### src/rtl/ram_copy_engine_pkg.sv
// Shared defaults, FSM encoding and the overlap-direction helper for the RAM copy engine.
package ram_copy_engine_pkg;

  localparam int WORDSIZE_DEF  = 8;
  localparam int ADDR_SIZE_DEF = 6;

  typedef enum logic [1:0] {
    ST_IDLE  = 2'd0,
    ST_READ  = 2'd1,
    ST_WRITE = 2'd2,
    ST_DONE  = 2'd3
  } copy_state_t;

  // Copy backwards when the destination starts inside the source window.
  function automatic logic overlap_desc(input int unsigned diff, input int unsigned len);
    return (diff != 32'd0) && (diff < len);
  endfunction

endpackage

### src/rtl/ram_copy_addr_gen.sv
// Loadable modulo-2^ADDR_SIZE up/down pointer; addr_nxt is the value after this edge.
module ram_copy_addr_gen
  import ram_copy_engine_pkg::*;
#(
  parameter int ADDR_SIZE = ADDR_SIZE_DEF
) (
  input  logic                 clk,
  input  logic                 rst,
  input  logic                 load,
  input  logic                 load_down,
  input  logic [ADDR_SIZE-1:0] load_val,
  input  logic                 step,
  output logic [ADDR_SIZE-1:0] addr_nxt
);

  localparam logic [ADDR_SIZE-1:0] ADDR_ONE  = {{(ADDR_SIZE-1){1'b0}}, 1'b1};
  localparam logic [ADDR_SIZE-1:0] ADDR_ZERO = {ADDR_SIZE{1'b0}};

  logic [ADDR_SIZE-1:0] ptr_r;
  logic                 down_r;
  logic [ADDR_SIZE-1:0] ptr_nxt_s;

  // Next pointer value; wraps naturally through the truncated width.
  always_comb begin
    ptr_nxt_s = ptr_r;
    if (load) begin
      ptr_nxt_s = load_val;
    end else if (step) begin
      ptr_nxt_s = down_r ? (ptr_r - ADDR_ONE) : (ptr_r + ADDR_ONE);
    end else begin
      ptr_nxt_s = ptr_r;
    end
  end

  // Pointer and direction registers.
  always_ff @(posedge clk or posedge rst) begin
    if (rst) begin
      ptr_r  <= ADDR_ZERO;
      down_r <= 1'b0;
    end else begin
      ptr_r <= ptr_nxt_s;
      if (load) begin
        down_r <= load_down;
      end
    end
  end

  assign addr_nxt = ptr_nxt_s;

endmodule

### src/rtl/ram_copy_engine.sv
// Word-by-word RAM copy engine: alternating READ/WRITE cycles with overlap-safe direction.
module ram_copy_engine
  import ram_copy_engine_pkg::*;
#(
  parameter int WORDSIZE  = WORDSIZE_DEF,
  parameter int ADDR_SIZE = ADDR_SIZE_DEF
) (
  input  logic                 clk,
  input  logic                 rst,
  input  logic                 start,
  input  logic [ADDR_SIZE-1:0] src,
  input  logic [ADDR_SIZE-1:0] dst,
  input  logic [ADDR_SIZE:0]   len,
  output logic                 busy,
  output logic                 done,
  output logic [ADDR_SIZE-1:0] ram_addr,
  output logic [WORDSIZE-1:0]  ram_wdata,
  output logic                 ram_we,
  input  logic [WORDSIZE-1:0]  ram_rdata
);

  localparam logic [ADDR_SIZE:0]   LEN_MAX   = {1'b1, {ADDR_SIZE{1'b0}}};
  localparam logic [ADDR_SIZE:0]   LEN_ONE   = {{ADDR_SIZE{1'b0}}, 1'b1};
  localparam logic [ADDR_SIZE:0]   LEN_ZERO  = {(ADDR_SIZE+1){1'b0}};
  localparam logic [ADDR_SIZE-1:0] ADDR_ONE  = {{(ADDR_SIZE-1){1'b0}}, 1'b1};
  localparam logic [ADDR_SIZE-1:0] ADDR_ZERO = {ADDR_SIZE{1'b0}};
  localparam logic [WORDSIZE-1:0]  WORD_ZERO = {WORDSIZE{1'b0}};

  copy_state_t          state_r, state_nxt_s;
  logic [ADDR_SIZE:0]   rem_r;
  logic [ADDR_SIZE:0]   len_clamp_s;
  logic [ADDR_SIZE-1:0] len_m1_s, diff_s, src_start_s, dst_start_s;
  logic [ADDR_SIZE-1:0] src_nxt_s, dst_nxt_s;
  logic                 desc_s, load_s, step_s;
  logic                 busy_r, done_r, ram_we_r;
  logic [ADDR_SIZE-1:0] ram_addr_r;
  logic [WORDSIZE-1:0]  buffer_r;

  // Clamp length, choose direction and the first pointer values of a new request.
  always_comb begin
    if (len > LEN_MAX) begin
      len_clamp_s = LEN_MAX;
    end else begin
      len_clamp_s = len;
    end
    len_m1_s = len_clamp_s[ADDR_SIZE-1:0] - ADDR_ONE;
    diff_s   = dst - src;
    desc_s   = overlap_desc(32'(diff_s), 32'(len_clamp_s));
    if (desc_s) begin
      src_start_s = src + len_m1_s;
      dst_start_s = dst + len_m1_s;
    end else begin
      src_start_s = src;
      dst_start_s = dst;
    end
  end

  // Next-state logic; pointers load on acceptance and step on each write.
  always_comb begin
    state_nxt_s = state_r;
    load_s      = 1'b0;
    step_s      = 1'b0;
    case (state_r)
      ST_IDLE: begin
        if (start) begin
          load_s      = 1'b1;
          state_nxt_s = (len_clamp_s == LEN_ZERO) ? ST_DONE : ST_READ;
        end else begin
          state_nxt_s = ST_IDLE;
        end
      end
      ST_READ:  state_nxt_s = ST_WRITE;
      ST_WRITE: begin
        step_s      = 1'b1;
        state_nxt_s = (rem_r == LEN_ONE) ? ST_DONE : ST_READ;
      end
      ST_DONE:  state_nxt_s = ST_IDLE;
      default:  state_nxt_s = ST_IDLE;
    endcase
  end

  ram_copy_addr_gen #(.ADDR_SIZE(ADDR_SIZE)) u_src_gen (
    .clk      (clk),
    .rst      (rst),
    .load     (load_s),
    .load_down(desc_s),
    .load_val (src_start_s),
    .step     (step_s),
    .addr_nxt (src_nxt_s)
  );

  ram_copy_addr_gen #(.ADDR_SIZE(ADDR_SIZE)) u_dst_gen (
    .clk      (clk),
    .rst      (rst),
    .load     (load_s),
    .load_down(desc_s),
    .load_val (dst_start_s),
    .step     (step_s),
    .addr_nxt (dst_nxt_s)
  );

  // State, remaining count and registered RAM-side outputs, all derived from the next state.
  always_ff @(posedge clk or posedge rst) begin
    if (rst) begin
      state_r    <= ST_IDLE;
      rem_r      <= LEN_ZERO;
      busy_r     <= 1'b0;
      done_r     <= 1'b0;
      ram_we_r   <= 1'b0;
      ram_addr_r <= ADDR_ZERO;
      buffer_r   <= WORD_ZERO;
    end else begin
      state_r  <= state_nxt_s;
      busy_r   <= (state_nxt_s != ST_IDLE);
      done_r   <= (state_nxt_s == ST_DONE);
      ram_we_r <= (state_nxt_s == ST_WRITE);
      if (load_s) begin
        rem_r <= len_clamp_s;
      end else if (step_s) begin
        rem_r <= rem_r - LEN_ONE;
      end
      case (state_nxt_s)
        ST_READ:  ram_addr_r <= src_nxt_s;
        ST_WRITE: ram_addr_r <= dst_nxt_s;
        default:  ram_addr_r <= ram_addr_r;
      endcase
      if (state_r == ST_READ) begin
        buffer_r <= ram_rdata;
      end
    end
  end

  assign busy      = busy_r;
  assign done      = done_r;
  assign ram_we    = ram_we_r;
  assign ram_addr  = ram_addr_r;
  assign ram_wdata = buffer_r;

endmodule

### config.mk
export PLATFORM = sky130hd
export DESIGN_NAME = ram_copy_engine
export DESIGN_NICKNAME = d
export VERILOG_FILES = /design/src/rtl/ram_copy_engine_pkg.sv /design/src/rtl/ram_copy_addr_gen.sv /design/src/rtl/ram_copy_engine.sv
export SDC_FILE = /design/constraint.sdc
export NUM_CORES = 1
export LEC_CHECK = 0
export CAP_MARGIN = 10
export CORE_ASPECT_RATIO = 0.7
export CORE_MARGIN = 10
export CORE_UTILIZATION = 50
export DETAILED_ROUTE_END_ITERATION = 7
export PLACE_DENSITY = 0.74
export SLEW_MARGIN = 0
export SYNTH_ARGS = -nofsm -noshare
export SYNTH_HDL_FRONTEND = slang
export SYNTH_SLANG_ARGS = --single-unit
### constraint.sdc
create_clock -name clk -period 3.15 [get_ports clk]
set_input_delay 0.315 -clock clk [delete_from_list [all_inputs] [get_ports clk]]
set_output_delay 0.315 -clock clk [all_outputs]
set_load 0.01 [all_outputs]
==> results of run 1 <==
-- kinds of logic after synthesis --
logic type / count (synthesis) / synth area share [%]
AO/OA/AOI/OAI: 92 / 19.9
XOR/XNOR: 28 / 7.90
adder cells (fa/ha/maj): 41 / 17.7
buffers and inverters: 35 / 4.47
flip-flops: 39 / 31.4
multiplexers: 21 / 7.09
AND/OR/NAND/NOR: 65 / 11.4
-- placed cells by master, fill, tap and decap left out, types with 5 or more instances in the layout --
cell type / Yosys / layout
dfrtp_1: 39 / 39
inv_2: 1 / 7
mux2i_1: 13 / 10
clkdlybuf4s50_1: 0 / 36
nor2_1: 14 / 13
nand2b_1: 11 / 8
buf_4: 0 / 63
xnor2_1: 20 / 18
xor2_1: 8 / 5
mux2_1: 8 / 8
clkbuf_8: 0 / 5
a22oi_1: 5 / 5
nand2_1: 15 / 15
a21oi_1: 22 / 19
o211ai_1: 5 / 5
ha_1: 36 / 31
inv_1: 24 / 18
a21o_1: 9 / 9
nor2b_1: 5 / 5
o21ai_1: 17 / 17
o21ai_0: 6 / 5
-- worst paths after layout --
path / to / startpoint / slack (ns) / cells past startpoint
max: ram_addr[4] / dst[1] / 0.08 / 14
min: u_src_gen.ptr_r[1] / rst / 0.42 / 2
max reg2reg: ram_addr[5] / u_src_gen.down_r / 0.58 / 9
min reg2reg: ram_wdata[2] / ram_wdata[2] / 0.50 / 1
max in group asynchronous: rem_r[6] / rst / 1.99 / 3
min in group clk: ram_wdata[2] / ram_wdata[2] / 0.50 / 1
-- routing by layer --
layer | up-vias | global-route usage [%] | routed length, um
met3 | 24 | 5.08 | 774
met2 | 112 | 28.4 | 4070
li1 | 1373 | - | -
met5 | - | 0 | 0
met1 | 1371 | 25.6 | 4200
met4 | 0 | 4.54 | 221
-- power by group --
group          switching, mW  leakage, nW  internal, mW  total (mW)
Combinational           1.26         1.54          1.29        2.55
Sequential             0.202        0.468         0.763       0.965
Clock                  0.196       0.0402         0.154       0.350
-- sequential cells by signal (all words and copies together), names as in the netlist, 2 cells and up --
signal	flops
state_r	2
ram_wdata	8
rem_r	7
ram_addr	6
u_dst_gen.ptr_r	6
u_src_gen.ptr_r	6
-- what timing repair did --
item,in CTS,in global routing
buffers inserted,3,1
hold buffers,0,0
pin swaps,15,16
endpoints found under the setup margin,11,17
gates resized for setup,32,21
-- layout make-up --
class | instances | area [sq um] | area share, %
Multi-Input combinational cell | 247 | 2170 | 49.5
Sequential cell | 39 | 976 | 22.3
Timing Repair Buffer | 111 | 961 | 21.9
Inverter | 25 | 93.8 | 2.14
Tap cell | 75 | 93.8 | 2.14
Clock buffer | 5 | 68.8 | 1.57
Clock inverter | 3 | 20.0 | 0.456
-- stage by stage --
stage,area [sq um],hold slack (ns),instances
2_1_floorplan,3100,0.447,321
3_3_place_gp,4080,0.479,493
3_5_place_dp,4080,0.484,493
4_1_cts,4310,0.432,504
5_1_grt,4390,0.472,505
6_report,4390,0.418,505
-- worst max-delay path: stages --
cell,delay (ns)
dlygate4sd2_1,0.31
fa_2,0.40
a21o_1,0.21
a21oi_4,0.23
xnor2_2,0.14
ha_1,0.26
a21oi_1,0.15
o21ai_1,0.09
a22o_2,0.26
nor2_4,0.17
buf_12,0.16
mux2i_1,0.21
o21ai_1,0.09
o221a_1,0.25
==> impl_metrics.py, run 1 <==
metrics = {
    "outcome": {
        "status": "finished clean",
    },
    "clock_tree": {
        "clk_latency_ns": 0.30,
        "clk_pin_slew_ns": 0.08,
        "numCtsBuffers": 5,
        "cts_max_level": 2,
        "cts_root_buf": "clkbuf_8",
        "cts_tree": "built",
        "cts.sinks": 39,
        "cts.path.max_buffers": 2,
    },
    "synth": {
        "avgSynthCellArea_sq_um": 9.67,
        "synth_area_leaders": "dfrtp_1 (31%), ha_1 (15%), xnor2_1 (5.6%)",
        "ys_top_cells_by_count": "dfrtp_1 (39), ha_1 (36), inv_1 (24), a21oi_1 (22), xnor2_1 (20)",
        "synth-main-ff-cell": "dfrtp_1",
        "async_flop_share_pct": 100,
        "synth_top_area_share_pct": 31.4,
        "yosys_warnings": 0,
        "syn_inst": 321,
        "yosysSeqAreaShare_pct": 31.4,
        "ys_types": 44,
        "yosysMostFrequentCell": "dfrtp_1",
        "synth_top_area_cell": "dfrtp_1",
        "synth_edf_count": 0,
        "synth_fp_nets": 392,
        "post_synth_instance_area_sq_mm": 0.00310,
        "synth-seq-cells": 39,
    },
    "detailed_routing": {
        "drt-initial-drc-count": 219,
        "vias": 2880,
        "post_drt_wl_per_cell_um": 18.4,
        "drt-total-wl_um": 9270,
        "viasPerCell": 5.70,
        "postRouteAntennaNets": 0,
        "drcViolationCount": 0,
        "dr.pass1.iters": 4,
    },
    "sta": {
        "slew_viol_final": 0,
        "finalWorstSetupSlack_ns": 0.0814,
        "period_minus_slack_ns": 3.07,
        "max_freq_mhz": 326,
        "hold_viol_final": 0,
        "finalSetupViolations": 0,
        "max_slew_margin_pct": 42.1,
        "tightest_slew_ns": 0.867,
        "post-route-period-util_pct": 97.4,
        "clock_skew_ns": 0.00766,
        "setup_tns_ns": 0,
    },
    "setup_path": {
        "worstPathMaxFanout": 7,
        "cp_data_arrival_time_ns": 3.25,
        "start_kind": "input port",
        "critPathRequiredTime_ns": 3.33,
        "worstSetupEndpointType": "flop",
        "critical_path_class": "in -> reg",
    },
    "finish": {
        "n_fill_cell": 403,
        "nets": 500,
        "fin_util_pct": 74.7,
        "n_antenna_cell": 0,
        "drive_above_1_share_pct": 26.7,
        "syn2layout_area_growth_pct": 41.3,
    },
    "place": {
        "gp_congestion": 0.936,
        "pre_cts_ws_ns": -0.535,
        "hpwl_um": 7120,
        "io_buffer_count": 46,
    },
    "grt": {
        "overflow": 0,
        "grt_pass1_wl_um": 15000,
        "grt_usage_pct": 18.7,
        "grt_pass1_vias": 2994,
        "grt_max_degree": 23,
        "antenna_found_initial": 0,
    },
    "pwr": {
        "ir_worst_vdd_uv": 623,
        "p_leak_nw": 2.04,
        "finalPower_mw": 3.86,
        "powerDensity_mw_per_mm2": 881,
    },
    "floorplan": {
        "fp.dieW_um": 114,
        "io_pins": 47,
        "rows": 23,
        "dieArea_sq_mm": 0.00981,
        "initial_core_util_pct": 52.9,
        "die_h_um": 85.9,
        "core-area_sq_mm": 0.00587,
    },
    "hold_path": {
        "hold_path_class": "in -> async",
    },
    "flow_run": {
        "maxCapViolations": 0,
    },
}
Power figures use the tool's default switching activity.
==> run 2: changes to the inputs <==
==> constraint.sdc (replaced) <==
create_clock -name clk -period 3.15 [get_ports clk]
set_input_delay 0.315 -clock clk [delete_from_list [all_inputs] [get_ports clk]]
set_output_delay 0.315 -clock clk [all_outputs]
set_load 0.005 [all_outputs]
==> results of run 2 <==
The final DEF is identical to that of run 1. Status: finished clean.
Among the figures that moved: total power 3.86 mW -> 3.82 mW
==> run 3: changes to the inputs <==
--- a/config.mk
+++ b/config.mk
@@ -6,11 +6,13 @@
 export NUM_CORES = 1
 export LEC_CHECK = 0
 export CAP_MARGIN = 10
-export CORE_ASPECT_RATIO = 0.7
+export CELL_PAD_IN_SITES_DETAIL_PLACEMENT = 1
+export CELL_PAD_IN_SITES_GLOBAL_PLACEMENT = 1
+export CORE_ASPECT_RATIO = 0.8
 export CORE_MARGIN = 10
-export CORE_UTILIZATION = 50
+export CORE_UTILIZATION = 42
 export DETAILED_ROUTE_END_ITERATION = 7
-export PLACE_DENSITY = 0.74
+export PLACE_DENSITY = 0.79
 export SLEW_MARGIN = 0
 export SYNTH_ARGS = -nofsm -noshare
 export SYNTH_HDL_FRONTEND = slang
==> run 3 against run 2 <==
The flow now finishes with violations (negative setup slack). Via count is 3.3% higher. Clock power is 43% higher. Cell count is 1.8% higher. Utilization is 12 points lower. Hold slack better by 0.035 ns. Critical path type unchanged. Largest power group unchanged.
==> impl_metrics.py, run 3 (synthesized netlist as in run 1, its figures left out) <==
metrics = {
    "detailed_routing": {
        "drt-total-wl_um": 11400,
        "drt-initial-drc-count": 171,
        "drt-met1-wl_um": 4980,
        "viasPerCell": 5.79,
        "vias": 2975,
        "wl_met2_um": 5590,
        "post_drt_wl_per_cell_um": 22.3,
        "routed-wl-met3_um": 729,
        "postRouteAntennaNets": 0,
        "dr.max_layer_used": "met4",
        "dr.pass1.iters": 4,
        "drcViolationCount": 0,
    },
    "pwr": {
        "finalPower_mw": 4.08,
        "powerDensity_mw_per_mm2": 927,
        "p_leak_nw": 2.05,
        "ir_worst_vdd_uv": 491,
    },
    "sta": {
        "post-route-period-util_pct": 101,
        "max_slew_margin_pct": 41.5,
        "finalSetupViolations": 3,
        "clock_skew_ns": 0.00759,
        "tightest_slew_ns": 0.876,
        "finalWorstSetupSlack_ns": -0.0427,
        "hold_viol_final": 0,
        "period_minus_slack_ns": 3.19,
        "slew_viol_final": 0,
        "max_freq_mhz": 313,
    },
    "finish": {
        "largest_reg_flops": 8,
        "n_fill_cell": 779,
        "drive_above_1_share_pct": 26.9,
        "layout_common_cells": "buf_4 (61), dfrtp_1 (39), clkdlybuf4s50_1 (33)",
        "n_antenna_cell": 0,
        "fin_util_pct": 62.6,
        "syn2layout_area_growth_pct": 41.7,
        "nets": 497,
        "mostFrequentLayoutCell": "buf_4",
    },
    "grt": {
        "overflow": 0,
        "grt_pass1_wl_um": 16700,
        "grt_max_degree": 40,
        "grt_usage_pct": 18.7,
        "grt_pass1_vias": 3126,
        "antenna_found_initial": 0,
    },
    "clock_tree": {
        "clk_latency_ns": 0.30,
        "cts_root_buf": "clkbuf_8",
        "cts_tree": "built",
        "ctsHoldBuffers": 0,
        "cts.sinks": 39,
        "cts_max_level": 2,
        "numCtsBuffers": 5,
        "cts.path.max_buffers": 2,
        "clk_pin_slew_ns": 0.08,
    },
    "place": {
        "pre_cts_ws_ns": -0.636,
        "gp_congestion": 0.843,
        "io_buffer_count": 46,
        "hpwl_um": 7960,
    },
    "setup_path": {
        "reg2reg_to": "ram_addr[5]",
        "cpPeakStageDelay_ns": 0.38,
        "worstSetupEndpointType": "flop",
        "ff2ff_path_depth": 9,
        "timing.rr.start": "u_src_gen.down_r",
        "worstPathMaxFanout": 2,
        "cp_data_arrival_time_ns": 3.38,
        "crit_chain": "buf_2, inv_2, ha_4, inv_2, fa_2, a21o_1, a21oi_2, xnor2_1, ha_1, a21oi_2, o21ai_1, a22o_2, buf_4, nor3_2, xnor2_1, mux2i_1, a221o_1",
        "critPathRequiredTime_ns": 3.33,
        "critical_path_class": "in -> reg",
        "slowest_stage": "a221o_1",
        "critPathBufInv": 4,
        "cp_top_family": "compound AO/OA/AOI/OAI gates",
        "rrSetupSlack_ns": 0.49,
        "start_kind": "input port",
    },
    "floorplan": {
        "initial_core_util_pct": 44.2,
        "dieArea_sq_mm": 0.0113,
        "core-area_sq_mm": 0.00703,
        "fp.dieW_um": 116,
        "io_pins": 47,
        "rows": 27,
        "die_h_um": 96.9,
    },
    "outcome": {
        "violations": "negative setup slack",
        "status": "finished with violations",
    },
    "hold_path": {
        "hold_path_class": "in -> async",
    },
    "flow_run": {
        "maxCapViolations": 0,
    },
}
## run 3: cell types whose count changed in the layout (fill, tap and decap cells not counted), moves of 2 or more
cell,change
clkdlybuf4s50_1,-3
buf_4,-2
bufinv_16,+2
clkbuf_2,+2
clkinvlp_4,-2
mux2i_2,+2
xnor2_1,+2
xnor2_2,-2
## run 3: metrics by stage
| step | hold WS [ns] | setup TNS, ns | cell area, sq um | instances |
|---|---|---|---|---|
| detailed placement | 0.485 | -8.50 | 4080 | 502 |
| CTS | 0.466 | 0 | 4310 | 514 |
| global route | 0.517 | -0.598 | 4400 | 514 |
| global placement | 0.475 | -5.81 | 4080 | 502 |
| floorplan | 0.447 | 0 | 3100 | 321 |
| finish | 0.452 | -0.0872 | 4400 | 514 |
## run 3: worst max-delay path by stage
stage | endpoint | start | cells past startpoint | slack (ns)
after floorplan | ram_addr[2] | dst[0] | 16 | 0.20
after global placement | ram_addr[4] | src[0] | 16 | -0.46
after detailed placement | ram_addr[2] | src[0] | 16 | -0.64
after CTS | ram_addr[1] | src[0] | 15 | 0.001
after global routing | ram_addr[5] | len[1] | 14 | -0.14
final | ram_addr[5] | dst[0] | 17 | -0.04
## run 3: worst reg2reg max path: cells and delay by family, from the launching register on
family          cells  cell delay [ns]
mux                 1             0.16
compound gates      4             1.01
simple gates        1             0.09
fa+ha+maj           1             0.38
xor+xnor            2             0.40
flops               1             0.52
## run 3: routing by layer
layer | global-route usage (%) | vias up
met2 | 31.4 | 102
met3 | 4.25 | 18
met1 | 24.0 | 1496
met5 | 0 | -
li1 | - | 1359
met4 | 3.62 | 0
## run 3: what timing repair did
action / in CTS / in global routing
resized for setup: 33 / 30
pin swaps: 12 / 13
buffers inserted: 4 / 0
setup endpoints to repair: 17 / 12
## run 3: power by group
| group | leakage (nW) | switching [mW] | internal (mW) |
|---|---|---|---|
| Clock | 0.0654 | 0.183 | 0.317 |
| Sequential | 0.468 | 0.210 | 0.763 |
| Combinational | 1.51 | 1.33 | 1.27 |
## run 3: layout make-up
cell class | instances | area [sq um] | area share, %
multi-input cells | 247 | 2170 | 49.2
repair buffers | 108 | 922 | 21.0
well taps | 87 | 109 | 2.47
clock inverters | 2 | 60.1 | 1.37
flip-flops and latches | 39 | 976 | 22.2
inverters | 25 | 93.8 | 2.13
clock buffers | 6 | 72.6 | 1.65
